`src/rtl/core_pkg.sv`:
```
// Shared core package.
//   cuOPType            control-unit operation class of the single-cycle core
//   arbState_t          memory arbiter sequencer states
//   arbOp_t             operation latched by the arbiter on a grant
//   ARB_TIMEOUT_DEFAULT default watchdog limit in busy cycles
//   ARB_WDOG_W          width of the arbiter watchdog counter
package core_pkg;

  typedef enum logic [2:0] {
    CU_ALU,
    CU_LOAD,
    CU_STORE,
    CU_BRANCH,
    CU_JUMP
  } cuOPType;

  typedef enum logic [1:0] {
    IDLE,
    BUSY,
    RESP
  } arbState_t;

  typedef enum logic [1:0] {
    ARB_IFETCH,
    ARB_DREAD,
    ARB_DWRITE
  } arbOp_t;

  localparam int ARB_TIMEOUT_DEFAULT = 255;
  localparam int ARB_WDOG_W          = 10;

  // True for operations issued on behalf of the data path.
  function automatic logic arb_is_data(input arbOp_t op);
    return (op != ARB_IFETCH);
  endfunction

endpackage

```
`src/rtl/arb_watchdog.sv`:
```
// Saturating busy-cycle counter for the memory arbiter.
//   CLK      clock
//   RST      synchronous active-high reset
//   clr      clear the count (a new transaction was granted)
//   en       count this cycle (arbiter is waiting on the memory)
//   expired  this enabled cycle is the LIMIT-th one since the last clear
module arb_watchdog
  import core_pkg::*;
#(
  parameter int LIMIT = ARB_TIMEOUT_DEFAULT
) (
  input  logic CLK,
  input  logic RST,
  input  logic clr,
  input  logic en,
  output logic expired
);

  localparam logic [ARB_WDOG_W-1:0] CNT_MAX  = '1;
  // The count shows cycles already spent, so the LIMIT-th cycle sees LIMIT-1.
  localparam logic [ARB_WDOG_W-1:0] CNT_LAST = ARB_WDOG_W'(LIMIT - 1);

  logic [ARB_WDOG_W-1:0] count_reg;
  logic [ARB_WDOG_W-1:0] count_next;

  always_comb begin
    count_next = count_reg;
    if (clr) begin
      count_next = '0;
    end else if (en && (count_reg != CNT_MAX)) begin
      // Saturate instead of wrapping so a stuck access can never re-arm.
      count_next = count_reg + 1'b1;
    end
  end

  always_ff @(posedge CLK) begin
    if (RST) begin
      count_reg <= '0;
    end else begin
      count_reg <= count_next;
    end
  end

  assign expired = en && (count_reg >= CNT_LAST);

endmodule

```
`src/rtl/memory_arbiter.sv`:
```
// Shares one single-port memory between instruction fetch and data load/store.
//   CLK, RST                    clock, synchronous active-high reset
//   imemRen, imemaddr           instruction read request and address
//   dmmRen, dmmWen, dmmaddr,
//   dmmstore                    data read/write request, address, store data
//   mem_ready, mem_rdata        memory completion and read data
//   mem_ren, mem_wen, mem_addr,
//   mem_wdata                   memory strobes, address and write data
//   i_ready, imemload           fetch completion pulse and fetched word
//   d_ready, dmmload            data completion pulse and loaded word
//   bus_err                     pulse with ready when the watchdog aborted
// Every output is a register; a transaction is IDLE -> BUSY (one or more
// cycles) -> RESP (ready pulse) -> IDLE.
module memory_arbiter
  import core_pkg::*;
#(
  parameter int ADDR_W  = 32,
  parameter int DATA_W  = 32,
  parameter int TIMEOUT = ARB_TIMEOUT_DEFAULT
) (
  input  logic              CLK,
  input  logic              RST,
  input  logic              imemRen,
  input  logic [ADDR_W-1:0] imemaddr,
  input  logic              dmmRen,
  input  logic              dmmWen,
  input  logic [ADDR_W-1:0] dmmaddr,
  input  logic [DATA_W-1:0] dmmstore,
  input  logic              mem_ready,
  input  logic [DATA_W-1:0] mem_rdata,
  output logic              mem_ren,
  output logic              mem_wen,
  output logic [ADDR_W-1:0] mem_addr,
  output logic [DATA_W-1:0] mem_wdata,
  output logic              i_ready,
  output logic [DATA_W-1:0] imemload,
  output logic              d_ready,
  output logic [DATA_W-1:0] dmmload,
  output logic              bus_err
);

  arbState_t         state_reg, state_next;
  arbOp_t            op_reg, op_next;
  logic              last_d_reg, last_d_next;
  logic              mem_ren_reg, mem_ren_next;
  logic              mem_wen_reg, mem_wen_next;
  logic [ADDR_W-1:0] addr_reg, addr_next;
  logic [DATA_W-1:0] wdata_reg, wdata_next;
  logic              i_ready_reg, i_ready_next;
  logic              d_ready_reg, d_ready_next;
  logic              bus_err_reg, bus_err_next;
  logic [DATA_W-1:0] imemload_reg, imemload_next;
  logic [DATA_W-1:0] dmmload_reg, dmmload_next;

  logic d_req;
  logic pick_ifetch;
  logic grant;
  logic wd_expired;

  assign d_req = dmmRen || dmmWen;
  // Data normally wins; a fetch pending right after a data grant goes first
  // so a store/load burst cannot starve the instruction stream.
  assign pick_ifetch = imemRen && (!d_req || last_d_reg);

  arb_watchdog #(
    .LIMIT (TIMEOUT)
  ) u_watchdog (
    .CLK     (CLK),
    .RST     (RST),
    .clr     (grant),
    .en      (state_reg == BUSY),
    .expired (wd_expired)
  );

  always_comb begin
    state_next    = state_reg;
    op_next       = op_reg;
    last_d_next   = last_d_reg;
    mem_ren_next  = mem_ren_reg;
    mem_wen_next  = mem_wen_reg;
    addr_next     = addr_reg;
    wdata_next    = wdata_reg;
    i_ready_next  = 1'b0;
    d_ready_next  = 1'b0;
    bus_err_next  = 1'b0;
    imemload_next = imemload_reg;
    dmmload_next  = dmmload_reg;
    grant         = 1'b0;

    case (state_reg)
      IDLE: begin
        if (imemRen || d_req) begin
          grant       = 1'b1;
          state_next  = BUSY;
          wdata_next  = dmmstore;
          last_d_next = !pick_ifetch;
          if (pick_ifetch) begin
            op_next      = ARB_IFETCH;
            addr_next    = imemaddr;
            mem_ren_next = 1'b1;
            mem_wen_next = 1'b0;
          end else if (dmmWen) begin
            // A simultaneous read request is dropped; the write is performed.
            op_next      = ARB_DWRITE;
            addr_next    = dmmaddr;
            mem_ren_next = 1'b0;
            mem_wen_next = 1'b1;
          end else begin
            op_next      = ARB_DREAD;
            addr_next    = dmmaddr;
            mem_ren_next = 1'b1;
            mem_wen_next = 1'b0;
          end
        end
      end

      BUSY: begin
        // A memory answer on the timeout cycle still counts as a completion.
        if (mem_ready || wd_expired) begin
          state_next   = RESP;
          mem_ren_next = 1'b0;
          mem_wen_next = 1'b0;
          bus_err_next = !mem_ready;
          i_ready_next = !arb_is_data(op_reg);
          d_ready_next = arb_is_data(op_reg);
          if (op_reg == ARB_IFETCH) begin
            imemload_next = mem_ready ? mem_rdata : '0;
          end else if (op_reg == ARB_DREAD) begin
            dmmload_next = mem_ready ? mem_rdata : '0;
          end
        end
      end

      RESP: begin
        state_next = IDLE;
      end

      default: begin
        state_next = IDLE;
      end
    endcase
  end

  always_ff @(posedge CLK) begin
    if (RST) begin
      state_reg    <= IDLE;
      op_reg       <= ARB_IFETCH;
      last_d_reg   <= 1'b0;
      mem_ren_reg  <= 1'b0;
      mem_wen_reg  <= 1'b0;
      addr_reg     <= '0;
      wdata_reg    <= '0;
      i_ready_reg  <= 1'b0;
      d_ready_reg  <= 1'b0;
      bus_err_reg  <= 1'b0;
      imemload_reg <= '0;
      dmmload_reg  <= '0;
    end else begin
      state_reg    <= state_next;
      op_reg       <= op_next;
      last_d_reg   <= last_d_next;
      mem_ren_reg  <= mem_ren_next;
      mem_wen_reg  <= mem_wen_next;
      addr_reg     <= addr_next;
      wdata_reg    <= wdata_next;
      i_ready_reg  <= i_ready_next;
      d_ready_reg  <= d_ready_next;
      bus_err_reg  <= bus_err_next;
      imemload_reg <= imemload_next;
      dmmload_reg  <= dmmload_next;
    end
  end

  assign mem_ren   = mem_ren_reg;
  assign mem_wen   = mem_wen_reg;
  assign mem_addr  = addr_reg;
  assign mem_wdata = wdata_reg;
  assign i_ready   = i_ready_reg;
  assign d_ready   = d_ready_reg;
  assign bus_err   = bus_err_reg;
  assign imemload  = imemload_reg;
  assign dmmload   = dmmload_reg;

endmodule

```
`config.mk`:
```
export PLATFORM = sky130hd
export DESIGN_NAME = memory_arbiter
export DESIGN_NICKNAME = d
export VERILOG_FILES = /design/src/rtl/core_pkg.sv /design/src/rtl/arb_watchdog.sv /design/src/rtl/memory_arbiter.sv
export SDC_FILE = /design/constraint.sdc
export NUM_CORES = 1
export LEC_CHECK = 0
export ABC_CLOCK_PERIOD_IN_PS = 2400
export CORE_MARGIN = 10
export CORE_UTILIZATION = 41
export CTS_CLUSTER_SIZE = 14
export DETAILED_ROUTE_END_ITERATION = 6
export PLACE_DENSITY_LB_ADDON = 0.15
export SYNTH_ARGS = -nofsm -noshare
export SYNTH_HDL_FRONTEND = slang
export SYNTH_SLANG_ARGS = --single-unit
```
`constraint.sdc`:
```
create_clock -name CLK -period 2.4 [get_ports CLK]
set_clock_uncertainty 0.05 [all_clocks]
set_input_delay 0.72 -clock CLK [delete_from_list [all_inputs] [get_ports CLK]]
set_output_delay 0.72 -clock CLK [all_outputs]
set_load 0.01 [all_outputs]
```
* Yosys cells after proc, flatten, opt, wreduce, memory -nomap -nowiden *
Cells that the tools add are included.

storage, ports and cells
  output and inout port bits = 133
  latch bits = 0
  logic and storage cells = 63
  RAM bits = 0
  bits of input ports = 134
  bits in read-only memories = 0
  memories kept = 0
  bits in registers = 148

cells by class
  reduce and logical (&&, ||, !) cells = 22
  eq/ne operators = 5
  mux-type cells = 18
  divide/modulo/power cells = 0
  add/sub/neg operators = 1
  bitwise operators = 3
  order comparisons = 1
  $mul = 0
  shift-type cells = 0

operator list
  kind                   number
  $mux 32                2
  $add 10x1->10 const B  1
  $ge 10x8->1 const B    1
  $ne 10x10->1 const B   1
  $mux 1                 9
  $mux 2                 4
  $reduce_and 3->1       2
  $eq 2x1->1 const B     2
  $logic_not 1->1        4
  $logic_not 2->1        2
  $logic_or 1x1->1       4
  $ne 2x2->1 const B     2
  $pmux 1 s2             2
  $pmux 2 s2             1
  $reduce_and 2->1       2
  $reduce_and 4->1       1
  $reduce_bool 2->1      2
  $logic_and 1x1->1      3
  $not 1->1              3
  $reduce_or 3->1        1
  $reduce_or 2->1        1

* Longest topological paths before layout *
  depth in word-level cells = 7
  depth in mapped cells = 7
  gate-level depth less buffers = 6

* Cells and area by module *
From an unflattened synthesis, not the netlist that was laid out.

second synthesis, totals
  cells, all modules = 750
  area, all modules = 6432.4 µm²

modules (own cells, without submodules)
  module          times used  sequential area each (µm²)  area each (µm²)  cells each
  memory_arbiter  1           2762.6                      5910.7           686
  arb_watchdog    1           200.2                       521.8            64

* Least setup slack after synthesis *
No wires, ideal clock.

  path kind = input -> register
  from = input port mem_ready
  to = register imemload_reg[0] (netlist: imemload[0])
  arrival = 1.879 ns
  slack = 0.399 ns
  setup time = 0.072 ns
  data required time = 2.278 ns
  cell stages on the path = 6
  path buffers = 2
  path through = clkbuf_1 > nor3_1 > o31ai_4 > nand3_2 > buf_2 > mux2i_1

between the ends
  longest elaborated chain between the ends = 2
  elaborated cells between the ends (all ways) = 3
  classes of those cells = mux (1); reduce/logical (2)

ends and longest elaborated chain
  element                            line                   source
  start: declaration                 memory_arbiter.sv:29   input logic mem_ready,
  $logic_or 1x1->1                   memory_arbiter.sv:119  if (mem_ready || wd_expired) begin
  $reduce_and 3->1 (no source line)  --
  end signal: assignment             memory_arbiter.sv:169  imemload_reg <= imemload_next;
  end: declaration                   memory_arbiter.sv:52   logic [DATA_W-1:0] imemload_reg, imemload_next;

Parallel ways exist; a longest one is shown, timed or not.
A chain may end at the register's enable or synchronous reset.

* Worst setup path in the final report *
  from = register wdata_reg[29] (netlist: mem_wdata[29])
  to = output port mem_wdata[29]

RTL lines
  element                   line                   source
  start: declaration        memory_arbiter.sv:48   logic [DATA_W-1:0] wdata_reg, wdata_next;
  start signal: assignment  memory_arbiter.sv:165  wdata_reg <= wdata_next;
  end: declaration          memory_arbiter.sv:34   output logic [DATA_W-1:0] mem_wdata,

No word-level cell between the ends.

==> flow_summary.toml <==
[synthesis]
synth.avg_cell_area_um2 = 9.14
netlist_instances = 635
ys_warn_count = 0
ys_seq_area_frac = 0.510
synth_edf_count = 0
syn_area_um2 = 5810
async_flop_share = 0
synth-main-ff-cell = "dfxtp_1"
ys_ff_latch = 148
synth_nets = 771
synth.distinct_cells = 35

[floorplanning]
start_util = 0.418
core_area_um2 = 13900
die_area_um2 = 19300
die_x_um = 139
num_io_pins = 267
rows = 43
dieHeight_um = 139

[setup_path]
cp_max_fo = 2
r2r-start = "u_watchdog.count_reg[0]$_SDFFE_PP0P_"
crit_arrival_ns = 1.36
worst-path-buf-inv = 1
required_ns = 1.63
critPathSlowestCell = "clkdlybuf4s50_1"
crit_path_end_kind = "output port"
cp_cell_sequence = "clkdlybuf4s50_1"
slowest_delay_ns = 0.61
cp-startpoint = "mem_wdata[29]$_SDFFE_PP0P_"
crit_type = "reg -> out"
critPathTopFamily = "buffers and inverters"
start_kind = "flip-flop"

[clocking]
post_cts_buffers = 0
ctsResizeCount = 0
htreeDepth = 4
clock_latency_ns = 0.41
clk_path_buf_depth = 2
clkSinkCount = 148
cts_buffers = 17
cts_tree = "yes"
cts-root-buf = "clkbuf_16"
hold_buffers = 0
path_clk_slew_ns = 0.06

[timing]
min_period_over_period = 0.888
fmax_ghz = 0.469
fin_setup_tns_ns = 0
worst_pin_slew_ns = 0.535
rsz0062_at_grt = "false"
hold_viol = 0
fin_crit_ns = 2.13
slew_viol_final = 0
setup_viol = 0
slew_headroom = 0.642

[cells_and_area]
layout_common_cells = "clkdlybuf4s50_1, dfxtp_1, nand2_1, mux2i_1, a21oi_1"
nets = 1022
mostFrequentLayoutCell = "clkdlybuf4s50_1"
drive_gt1_frac = 0.0612
area_delta_synth_final_pct = 61.3
post-route-util = 0.675

[placement]
io_buffers = 266
gp_congestion = 0.818
dp_hpwl_um = 14900

[power]
power.switching_w = 0.00158
p_int_w = 0.00503
power.density_cell_area_nw_per_um2 = 706
comb_power_share = 0.174
ir_drop_mv = 0.466
p_seq_frac = 0.406
swShare = 0.240
leakagePower_nw = 3.98
pwr-share-clk = 0.420

[detailed_routing]
via_per_inst = 5.02
vias = 5419
drt_iter0_drc = 263
finalWirelength_um = 19400
drc = 0
drt_pass1_iterations = 7
antenna_left = 0
wl_per_cell_um = 17.9

[grt]
grt_usage = 0.193
grt_pass1_wl_um = 30100
grt_max_degree = 75
antenna_found_initial = 2
overflow = 0
grt_pass1_vias = 5482

[flow_run]
max-cap-violations = 0

[worst_hold_path]
hp-class = "reg -> reg"
min_from = "mem_wdata[28]$_SDFFE_PP0P_"

[run_status]
outcome = "finished clean"
[per-stage QoR]
stage / hold WS, ns / std cells / total power (W) / worst slack (ns) / area [um2]
3_3_place_gp: 0.392 / 1047 / 0.00387 / 0.0745 / 8730
5_1_grt: 0.420 / 1079 / 0.00689 / 0.185 / 9370
6_report: 0.402 / 1080 / 0.00661 / 0.268 / 9370
3_5_place_dp: 0.397 / 1047 / 0.00389 / 0.0777 / 8730
2_1_floorplan: 0.383 / 635 / 0.00322 / 0.399 / 5810
4_1_cts: 0.406 / 1079 / 0.00669 / 0.211 / 9370
[cells in the mapped netlist, types with 2 or more instances]
| cell | number | share of area |
|---|---|---|
| a211oi_1 | 34 | 0.044 |
| a21oi_1 | 46 | 0.040 |
| and4_1 | 2 | 0.0030 |
| buf_2 | 10 | 0.0086 |
| buf_4 | 3 | 0.0039 |
| clkbuf_1 | 35 | 0.023 |
| dfxtp_1 | 148 | 0.51 |
| ha_1 | 2 | 0.0043 |
| inv_1 | 3 | 0.0019 |
| mux2i_1 | 96 | 0.17 |
| nand2_1 | 138 | 0.089 |
| nand3_1 | 36 | 0.031 |
| nor2_1 | 43 | 0.028 |
| nor3_1 | 8 | 0.0069 |
| o21ai_0 | 2 | 0.0017 |
| o31ai_1 | 4 | 0.0052 |
| or3_1 | 5 | 0.0054 |
| or4_1 | 3 | 0.0039 |
[routing by layer]
metal / vias to the layer above / wire [um] / share of wire / track usage
met5: - / 0 / 0 / 0
met4: 0 / 327 / 0.017 / 0.0708
met3: 20 / 2190 / 0.11 / 0.104
met2: 208 / 9630 / 0.50 / 0.326
met1: 2497 / 7200 / 0.37 / 0.197
li1: 2694 / - / - / -
[cells by family after synthesis]
family	share of synthesized area
AND/OR/NAND/NOR	0.180
flip-flops	0.510
multiplexers	0.165
AO/OA/AOI/OAI	0.0998
buffers and inverters	0.0384
adder cells (fa/ha/maj)	0.00431
XOR/XNOR	0.00151
[power by group through the flow]
stage	combinational (W)	clock, W	sequential [W]
finish	0.00115	0.00278	0.00269
global route	0.00124	0.00294	0.00271
CTS	0.00117	0.00284	0.00269
detailed placement	0.00116	0	0.00274
global placement	0.00114	0	0.00273
floorplan	0.000424	0	0.00279
[worst paths after layout]
kind	end	slack (ns)	cells after the start
worst max-delay path	mem_wdata[29]	0.27	1
worst min-delay path	mem_wdata[28]$_SDFFE_PP0P_	0.40	2
worst max register to register	u_watchdog.count_reg[6]$_SDFFE_PP0P_	0.45	5
worst min register to register	mem_wdata[28]$_SDFFE_PP0P_	0.40	2
[cell type report]
type	instances	area [um2]
fill	1086	4510
tap	180	225
inverter	4	15.0
antenna	1	2.50
multi-input combinational	434	2640
sequential	148	2960
clock buffer	24	512
timing repair buffer	281	2900
clock inverter	8	120
Note: power is estimated with default switching activity, not from simulation.
